==> src/rtl/ps2_text_cursor_writer_if.sv <==
// Bus between the PS/2 ASCII decoder and the text cursor writer: strobe in, RAM write port and
// cursor/status outputs back.
interface ps2_text_cursor_writer_if #(
   parameter int unsigned COLS   = 16,
   parameter int unsigned ROWS   = 12,
   parameter int unsigned ADDR_W = 8
);
   logic [7:0]              iascii;
   logic                    iascii_valid;
   logic                    oready;
   logic                    odropped;
   logic [ADDR_W-1:0]       oram_addr;
   logic [7:0]              oram_data;
   logic                    oram_wen;
   logic [$clog2(COLS)-1:0] ocol;
   logic [$clog2(ROWS)-1:0] orow;
   logic [9:0]              ocur_x;
   logic [9:0]              ocur_y;
   logic [3:0]              odigit;
   logic [15:0]             ochar_count;

   modport master (
      output iascii, iascii_valid,
      input  oready, odropped, oram_addr, oram_data, oram_wen, ocol, orow, ocur_x, ocur_y,
             odigit, ochar_count
   );

   modport slave (
      input  iascii, iascii_valid,
      output oready, odropped, oram_addr, oram_data, oram_wen, ocol, orow, ocur_x, ocur_y,
             odigit, ochar_count
   );
endinterface

==> src/rtl/ps2_text_cursor_writer.sv <==
// Text cursor + screen-RAM writer fed by decoded PS/2 ASCII strobes.
// Define PS2_SCREEN_CLEAR_EN to blank the screen instead of wrapping past the last row.
module ps2_text_cursor_writer #(
   parameter int unsigned COLS   = 16,
   parameter int unsigned ROWS   = 12,
   parameter int unsigned CELL_W = 40,
   parameter int unsigned CELL_H = 40,
   parameter int unsigned ADDR_W = 8
) (
   input logic                     iCLK,
   input logic                     iRST_N,
   ps2_text_cursor_writer_if.slave bus
);

   localparam int unsigned COL_W = $clog2(COLS);
   localparam int unsigned ROW_W = $clog2(ROWS);

   localparam logic [COL_W-1:0]  COL_MAX = COL_W'(COLS - 1);
   localparam logic [ROW_W-1:0]  ROW_MAX = ROW_W'(ROWS - 1);
   localparam logic [9:0]        X_STEP  = 10'(CELL_W);
   localparam logic [9:0]        Y_STEP  = 10'(CELL_H);
   localparam logic [9:0]        X_LAST  = 10'((COLS - 1) * CELL_W);
   localparam logic [ADDR_W-1:0] A_ONE   = ADDR_W'(1);
   localparam logic [ADDR_W-1:0] A_COLS  = ADDR_W'(COLS);
`ifdef PS2_SCREEN_CLEAR_EN
   localparam logic [ADDR_W-1:0] A_LAST  = ADDR_W'(COLS * ROWS - 1);
`endif

   if (COLS < 2 || ROWS < 2) begin : g_bad_dims
      $error("ps2_text_cursor_writer: COLS and ROWS must both be at least 2");
   end
   if (64'(COLS) * 64'(ROWS) > (64'(1) << ADDR_W)) begin : g_bad_addr
      $error("ps2_text_cursor_writer: COLS*ROWS does not fit in ADDR_W address bits");
   end

   typedef enum logic [1:0] {
      StIdle,
      StWrite,
      StAdvance
`ifdef PS2_SCREEN_CLEAR_EN
      , StClear
`endif
   } state_e;

   state_e            state_q;
   logic              ready_q;
   logic              wen_q;
   logic [ADDR_W-1:0] ram_addr_q;
   logic [7:0]        ram_data_q;
   logic [COL_W-1:0]  col_q;
   logic [ROW_W-1:0]  row_q;
   logic [9:0]        x_q;
   logic [9:0]        y_q;
   logic [ADDR_W-1:0] addr_q;
   logic [3:0]        digit_q;
   logic [15:0]       count_q;
   logic              bs_q;
   logic              nl_q;
   logic [COL_W-1:0]  tgt_col_q;
   logic [ROW_W-1:0]  tgt_row_q;
   logic [9:0]        tgt_x_q;
   logic [9:0]        tgt_y_q;

   logic              accept;
   logic              is_print;
   logic              is_nl;
   logic              is_bs;
   logic              is_digit;
   logic              last_col;
   logic              last_row;
   logic [COL_W-1:0]  bs_col;
   logic [ROW_W-1:0]  bs_row;
   logic [9:0]        bs_x;
   logic [9:0]        bs_y;
   logic [ADDR_W-1:0] bs_addr;

   always_comb begin
      accept   = bus.iascii_valid & ready_q;
      is_print = (bus.iascii >= 8'h20) && (bus.iascii <= 8'h7E);
      is_nl    = (bus.iascii == 8'h0A) || (bus.iascii == 8'h0D);
      is_bs    = (bus.iascii == 8'h08);
      is_digit = (bus.iascii >= 8'h30) && (bus.iascii <= 8'h39);
      last_col = (col_q == COL_MAX);
      last_row = (row_q == ROW_MAX);
   end

   // Backspace target: step left, back up to the end of the previous row, or pin at (0,0).
   always_comb begin
      bs_col  = '0;
      bs_row  = '0;
      bs_x    = '0;
      bs_y    = '0;
      bs_addr = '0;
      if (col_q != '0) begin
         bs_col  = col_q - COL_W'(1);
         bs_row  = row_q;
         bs_x    = x_q - X_STEP;
         bs_y    = y_q;
         bs_addr = addr_q - A_ONE;
      end else if (row_q != '0) begin
         bs_col  = COL_MAX;
         bs_row  = row_q - ROW_W'(1);
         bs_x    = X_LAST;
         bs_y    = y_q - Y_STEP;
         bs_addr = addr_q - A_ONE;
      end
   end

   always_ff @(posedge iCLK or negedge iRST_N) begin
      if (!iRST_N) begin
         state_q    <= StIdle;
         ready_q    <= 1'b1;
         wen_q      <= 1'b0;
         ram_addr_q <= '0;
         ram_data_q <= '0;
         col_q      <= '0;
         row_q      <= '0;
         x_q        <= '0;
         y_q        <= '0;
         addr_q     <= '0;
         digit_q    <= '0;
         count_q    <= '0;
         bs_q       <= 1'b0;
         nl_q       <= 1'b0;
         tgt_col_q  <= '0;
         tgt_row_q  <= '0;
         tgt_x_q    <= '0;
         tgt_y_q    <= '0;
      end else begin
         unique case (state_q)
            StIdle: begin
               if (accept && is_print) begin
                  state_q    <= StWrite;
                  ready_q    <= 1'b0;
                  wen_q      <= 1'b1;
                  ram_addr_q <= addr_q;
                  ram_data_q <= bus.iascii;
                  bs_q       <= 1'b0;
                  nl_q       <= 1'b0;
                  digit_q    <= is_digit ? bus.iascii[3:0] : 4'd0;
                  if (count_q != 16'hFFFF) begin
                     count_q <= count_q + 16'd1;
                  end
               end else if (accept && is_bs) begin
                  state_q    <= StWrite;
                  ready_q    <= 1'b0;
                  wen_q      <= 1'b1;
                  ram_addr_q <= bs_addr;
                  ram_data_q <= 8'h20;
                  bs_q       <= 1'b1;
                  nl_q       <= 1'b0;
                  tgt_col_q  <= bs_col;
                  tgt_row_q  <= bs_row;
                  tgt_x_q    <= bs_x;
                  tgt_y_q    <= bs_y;
               end else if (accept && is_nl) begin
                  state_q <= StAdvance;
                  ready_q <= 1'b0;
                  bs_q    <= 1'b0;
                  nl_q    <= 1'b1;
               end
            end

            StWrite: begin
               wen_q   <= 1'b0;
               state_q <= StAdvance;
               if (bs_q) begin
                  col_q  <= tgt_col_q;
                  row_q  <= tgt_row_q;
                  x_q    <= tgt_x_q;
                  y_q    <= tgt_y_q;
                  addr_q <= ram_addr_q;
               end else if (!last_col) begin
                  col_q  <= col_q + COL_W'(1);
                  x_q    <= x_q + X_STEP;
                  addr_q <= addr_q + A_ONE;
               end else if (!last_row) begin
                  col_q  <= '0;
                  x_q    <= '0;
                  row_q  <= row_q + ROW_W'(1);
                  y_q    <= y_q + Y_STEP;
                  addr_q <= addr_q + A_ONE;
               end else begin
`ifdef PS2_SCREEN_CLEAR_EN
                  state_q    <= StClear;
                  wen_q      <= 1'b1;
                  ram_addr_q <= '0;
                  ram_data_q <= 8'h20;
`else
                  col_q  <= '0;
                  row_q  <= '0;
                  x_q    <= '0;
                  y_q    <= '0;
                  addr_q <= '0;
`endif
               end
            end

            StAdvance: begin
               nl_q <= 1'b0;
               if (nl_q && last_row) begin
`ifdef PS2_SCREEN_CLEAR_EN
                  state_q    <= StClear;
                  wen_q      <= 1'b1;
                  ram_addr_q <= '0;
                  ram_data_q <= 8'h20;
`else
                  col_q   <= '0;
                  row_q   <= '0;
                  x_q     <= '0;
                  y_q     <= '0;
                  addr_q  <= '0;
                  state_q <= StIdle;
                  ready_q <= 1'b1;
`endif
               end else begin
                  if (nl_q) begin
                     col_q  <= '0;
                     x_q    <= '0;
                     row_q  <= row_q + ROW_W'(1);
                     y_q    <= y_q + Y_STEP;
                     // Start of next row without a multiplier: addr - col + COLS.
                     addr_q <= addr_q + A_COLS - ADDR_W'(col_q);
                  end
                  state_q <= StIdle;
                  ready_q <= 1'b1;
               end
            end

`ifdef PS2_SCREEN_CLEAR_EN
            StClear: begin
               if (ram_addr_q == A_LAST) begin
                  wen_q   <= 1'b0;
                  col_q   <= '0;
                  row_q   <= '0;
                  x_q     <= '0;
                  y_q     <= '0;
                  addr_q  <= '0;
                  state_q <= StIdle;
                  ready_q <= 1'b1;
               end else begin
                  ram_addr_q <= ram_addr_q + A_ONE;
               end
            end
`endif

            default: begin
               state_q <= StIdle;
               ready_q <= 1'b1;
               wen_q   <= 1'b0;
            end
         endcase
      end
   end

   assign bus.oready      = ready_q;
   assign bus.odropped    = bus.iascii_valid & ~ready_q;
   assign bus.oram_addr   = ram_addr_q;
   assign bus.oram_data   = ram_data_q;
   assign bus.oram_wen    = wen_q;
   assign bus.ocol        = col_q;
   assign bus.orow        = row_q;
   assign bus.ocur_x      = x_q;
   assign bus.ocur_y      = y_q;
   assign bus.odigit      = digit_q;
   assign bus.ochar_count = count_q;

endmodule

==> src/flat_wrapper.sv <==
// flat-port wrapper written by rule: the top's interface ports become plain ports
module ps2_text_cursor_writer_flat 
#(
   parameter int unsigned COLS   = 16,
   parameter int unsigned ROWS   = 12,
   parameter int unsigned CELL_W = 40,
   parameter int unsigned CELL_H = 40,
   parameter int unsigned ADDR_W = 8
)
  (iCLK, iRST_N, bus_iascii, bus_iascii_valid, bus_oready, bus_odropped, bus_oram_addr, bus_oram_data, bus_oram_wen, bus_ocol, bus_orow, bus_ocur_x, bus_ocur_y, bus_odigit, bus_ochar_count);
  ps2_text_cursor_writer_if #(.COLS(COLS), .ROWS(ROWS), .ADDR_W(ADDR_W)) bus_i ();
  input logic iCLK;
  input logic iRST_N;
  input wire logic [$bits(bus_i.iascii)-1:0] bus_iascii;
  input wire logic [$bits(bus_i.iascii_valid)-1:0] bus_iascii_valid;
  output wire logic [$bits(bus_i.oready)-1:0] bus_oready;
  output wire logic [$bits(bus_i.odropped)-1:0] bus_odropped;
  output wire logic [$bits(bus_i.oram_addr)-1:0] bus_oram_addr;
  output wire logic [$bits(bus_i.oram_data)-1:0] bus_oram_data;
  output wire logic [$bits(bus_i.oram_wen)-1:0] bus_oram_wen;
  output wire logic [$bits(bus_i.ocol)-1:0] bus_ocol;
  output wire logic [$bits(bus_i.orow)-1:0] bus_orow;
  output wire logic [$bits(bus_i.ocur_x)-1:0] bus_ocur_x;
  output wire logic [$bits(bus_i.ocur_y)-1:0] bus_ocur_y;
  output wire logic [$bits(bus_i.odigit)-1:0] bus_odigit;
  output wire logic [$bits(bus_i.ochar_count)-1:0] bus_ochar_count;
  assign bus_i.iascii = bus_iascii;
  assign bus_i.iascii_valid = bus_iascii_valid;
  assign bus_oready = bus_i.oready;
  assign bus_odropped = bus_i.odropped;
  assign bus_oram_addr = bus_i.oram_addr;
  assign bus_oram_data = bus_i.oram_data;
  assign bus_oram_wen = bus_i.oram_wen;
  assign bus_ocol = bus_i.ocol;
  assign bus_orow = bus_i.orow;
  assign bus_ocur_x = bus_i.ocur_x;
  assign bus_ocur_y = bus_i.ocur_y;
  assign bus_odigit = bus_i.odigit;
  assign bus_ochar_count = bus_i.ochar_count;
  ps2_text_cursor_writer #(.COLS(COLS), .ROWS(ROWS), .CELL_W(CELL_W), .CELL_H(CELL_H), .ADDR_W(ADDR_W)) u_core (.iCLK(iCLK), .iRST_N(iRST_N), .bus(bus_i));
endmodule
==> config.mk <==
export PLATFORM = sky130hd
export DESIGN_NAME = ps2_text_cursor_writer_flat
export DESIGN_NICKNAME = d
export VERILOG_FILES = /design/src/rtl/ps2_text_cursor_writer_if.sv /design/src/rtl/ps2_text_cursor_writer.sv /design/src/flat_wrapper.sv
export SDC_FILE = /design/constraint.sdc
export NUM_CORES = 1
export LEC_CHECK = 0
export CAP_MARGIN = 20
export CORE_MARGIN = 3
export CORE_UTILIZATION = 40
export CTS_BUF_LIST = sky130_fd_sc_hd__clkbuf_8
export DETAILED_ROUTE_END_ITERATION = 6
export PLACE_DENSITY_LB_ADDON = 0.3
export SETUP_SLACK_MARGIN = 0.1
export SYNTH_ARGS = -nofsm -noshare
export SYNTH_HDL_FRONTEND = slang
export SYNTH_SLANG_ARGS = --single-unit
==> constraint.sdc <==
create_clock -name iCLK -period 2.8 [get_ports iCLK]
set_input_delay 0.7 -clock iCLK [delete_from_list [all_inputs] [get_ports iCLK]]
set_output_delay 0.7 -clock iCLK [all_outputs]
set_load 0.02 [all_outputs]
==> run summary, run 1 <==
Yosys Warn Count - 0
setup violators final - 0
# DRC - 0
final worst setup slack - 0.225 ns
crit share post-route - 0.920
TritonCTS clock tree - built
slowest cell on the critical path - or4b_1
Worst EP arrival - 2.87 ns
number of I/O pins - 78
CP peak stage delay - 0.56 ns
core region area - 14,100 um2
Starting DRT DRC Count - 357
slew margin rel. - 0.461
sequential fraction of the synthesis area - 0.452
clock-pin slew on the worst setup and hold paths - 0.11 ns
row cnt - 43
Final nets - 771
Post-Syn Nets - 681
grt total ovfl - 0
share of layout cells above drive strength 1 - 0.0867
htree depth - 3
R2R depth - 9
minimum clock period - 2.57 ns
Peak supply drop - 0.422 mV
crit path buf inv count - 2
Inserted Diodes - 0
vias per cell - 5.62
global-route wire length before repair - 25,500 um
setup bufs post-CTS - 0
commonest non-fill, non-tap cell in the layout - dfrtp_1
flop-to-flop setup slack - 0.29 ns
critical path type - input pin to flop
Die Wd - 127 um
Slew Limit Fails - 0
Num CTS Buffers - 9
IO buf count - 77
HPWL after DPL - 11,200 um
Clock Skew - 0.0122 ns
clk root buf - clkbuf_8
final hold vios - 0
routed vias - 5,158
ordered list of cells on the worst path - clkdlybuf4s50_1, or4b_1, or4_1, buf_4, nand2b_2, o21ai_0
worst slew pin tran - 0.803 ns
vias in the first global route - 5,185
WP data required - 3.10 ns
Die Y-Extent - 127 um
commonest cells after routing, fill and taps aside - dfrtp_1 (105), nand2_1 (85), clkdlybuf4s50_1 (75), o21ai_0 (73)
min-delay worst type - input pin to async pin
outcome - complete, no violations
CP delay by family, top - simple AND/OR/NAND/NOR gates
Die ar. - 16,200 um2
Most used DFF post-synth - dfrtp_1
Crit. Startpoint - bus_iascii[4]
Crit Reg-Reg Endpoint - u_core.addr_q[7]
drt pass-1 iters - 5
FMAX - 0.388 GHz
setup TNS - 0 ns
leak pwr - 3.11 nW
GRT Util Overall - 0.193
RSZ-0062 raised after global routing - no
later-pin clock latency in the skew report - 0.38 ns
Syn Inst Count - 643
Seq cells post-synth - 106
Post-DRT Antenna Nets - 0
antenna violations before repair - 0
gpl congestion - 0.872
final WL - 15,300 um
worst slack, placed - -0.251 ns
reg-to-reg critical path startpoint - u_core.bus.ocol[1]
CTS Sinks - 106
pin count of the biggest net entering global routing - 53
drt wl/cell - 16.6 um
mean post-synth cell area - 9.12 um2
Worst Setup End Kind - flop
critical path peak fanout - 14
P per Cell Area - 1050 nW/um2
cell area after synthesis - 5870 um2
Starting Density - 0.416
max-cap violations - 0
crit path launch type - input pin
CP Capture Point - u_core.tgt_y_q[5]
Longest Clk Path Bufs - 2
Async S/R FF share, synth - 1.00
number of synthesized flops with an enable pin - 0
Layout area overhead - 22.7%
Cell variety after synth - 63
Crit. path cell count - 6
[Yosys cell counts (3+ instances only)]
master,number,area (um2)
dfrtp_1,105,2630
nand2_1,85,319
o21ai_0,74,370
a21oi_1,34,170
nor2_1,34,128
inv_1,30,113
clkbuf_1,28,105
ha_1,26,325
xnor2_1,26,228
nand3_1,20,100
nand4_1,13,81.3
nor2b_1,11,68.8
nor3_1,11,55.1
a22o_1,9,78.8
xor2_1,9,78.8
and3_1,7,43.8
a22oi_1,6,45.0
and2_1,6,37.5
nor3b_1,6,45.0
a21o_1,5,37.5
a31oi_1,5,31.3
nand2b_1,5,31.3
nor4_1,5,31.3
o22ai_1,5,31.3
a211oi_1,4,30.0
a221oi_1,4,35.0
mux2_2,4,45.0
o211ai_1,4,30.0
o221ai_1,4,35.0
o31ai_1,4,30.0
a221o_1,3,30.0
and3b_1,3,26.3
nand3b_1,3,22.5
o311ai_0,3,26.3
or3_1,3,18.8
[layer usage]
metal	part of all wire	vias to the layer above	wire, um	track usage
met5	0	-	0	0
met4	0.021	0	314	0.0713
met3	0.048	24	728	0.0322
met2	0.48	130	7340	0.315
met1	0.45	2526	6890	0.258
li1	-	2478	-	-
[kinds of logic after synthesis]
group	Yosys count	share of synthesized area
AO/OA/AOI/OAI	184	0.196
XOR/XNOR	35	0.0523
adder cells (fa/ha/maj)	27	0.0589
buffers and inverters	62	0.0427
flip-flops	106	0.452
multiplexers	6	0.0111
AND/OR/NAND/NOR	223	0.187
[worst register-to-register path, cell delays in order (launching register included)]
cell and delay, ns:
dfrtp_1 0.39, inv_1 0.11, ha_1 0.25, ha_1 0.26
fa_1 0.45, a211oi_2 0.22, o21ai_0 0.15, xnor2_1 0.18
mux2_2 0.35, o211ai_1 0.08
[registers in the layout (all words and copies together) (netlist names)]
name / count
u_core.bus.odigit: 4
u_core.bus.ocur_x: 10
u_core.state_q: 2
u_core.tgt_y_q: 10
u_core.bus.oready: 1
u_core.bs_q: 1
u_core.bus.oram_wen: 1
u_core.bus.ochar_count: 16
u_core.nl_q: 1
u_core.bus.oram_addr: 8
u_core.addr_q: 8
u_core.bus.ocur_y: 10
u_core.bus.oram_data: 8
u_core.bus.orow: 4
u_core.tgt_x_q: 10
u_core.tgt_col_q: 4
u_core.tgt_row_q: 4
u_core.bus.ocol: 4
[through the flow]
step / instance area [um2] / total power (W) / utilization / hold slack (ns) / cells
CTS: 7190 / 0.00756 / 0.510 / 0.358 / 918
detailed placement: 6990 / 0.00655 / 0.496 / 0.461 / 902
finish: 7200 / 0.00753 / 0.511 / 0.362 / 918
global placement: 6990 / 0.00644 / 0.496 / 0.455 / 902
floorplan: 5870 / 0.00507 / - / 0.404 / 643
global route: 7200 / 0.00815 / 0.511 / 0.402 / 918
[worst min-delay path by stage]
stage	from	end	slack, ns
2_1_floorplan	iRST_N	u_core.addr_q[0]	0.40
3_3_place_gp	u_core.tgt_col_q[1]	u_core.tgt_col_q[1]	0.45
3_5_place_dp	u_core.tgt_col_q[1]	u_core.tgt_col_q[1]	0.46
4_1_cts	iRST_N	u_core.bus.ocur_x[2]	0.36
5_1_grt	iRST_N	u_core.bus.ocur_y[0]	0.40
6_report	iRST_N	u_core.bus.ocur_y[0]	0.36
[power by group]
| part | switching [W] | internal [W] |
|---|---|---|
| clock | 0.000551 | 0.000421 |
| sequential | 0.000486 | 0.00191 |
| combinational | 0.00237 | 0.00180 |
[what timing repair did]
action                                  CTS  global route
hold buffers                              0             0
gates resized for setup                   0             4
endpoints found under the setup margin    0             8
[cell type report]
type / count / area (um2)
tap: 180 / 225
clock inverter: 7 / 76.3
inverter: 30 / 113
fill: 1302 / 6900
clock buffer: 9 / 124
timing repair buffer: 111 / 1040
multi-input combinational: 475 / 2970
sequential: 106 / 2650
Power figures use the tool's default switching activity.
==> run 2: changes to the inputs <==
--- a/config.mk
+++ b/config.mk
@@ -5,7 +5,7 @@
 export SDC_FILE = /design/constraint.sdc
 export NUM_CORES = 1
 export LEC_CHECK = 0
-export CAP_MARGIN = 20
+export CAP_MARGIN = 25
 export CORE_MARGIN = 3
 export CORE_UTILIZATION = 40
 export CTS_BUF_LIST = sky130_fd_sc_hd__clkbuf_8
==> results of run 2 <==
Final layout, timing and power as in run 1 (identical DEF).
==> run 3: changes to the inputs <==
--- a/config.mk
+++ b/config.mk
@@ -5,7 +5,6 @@
 export SDC_FILE = /design/constraint.sdc
 export NUM_CORES = 1
 export LEC_CHECK = 0
-export CAP_MARGIN = 25
 export CORE_MARGIN = 3
 export CORE_UTILIZATION = 40
 export CTS_BUF_LIST = sky130_fd_sc_hd__clkbuf_8
==> results of run 3 <==
Final layout, timing and power as in run 1 (identical DEF).
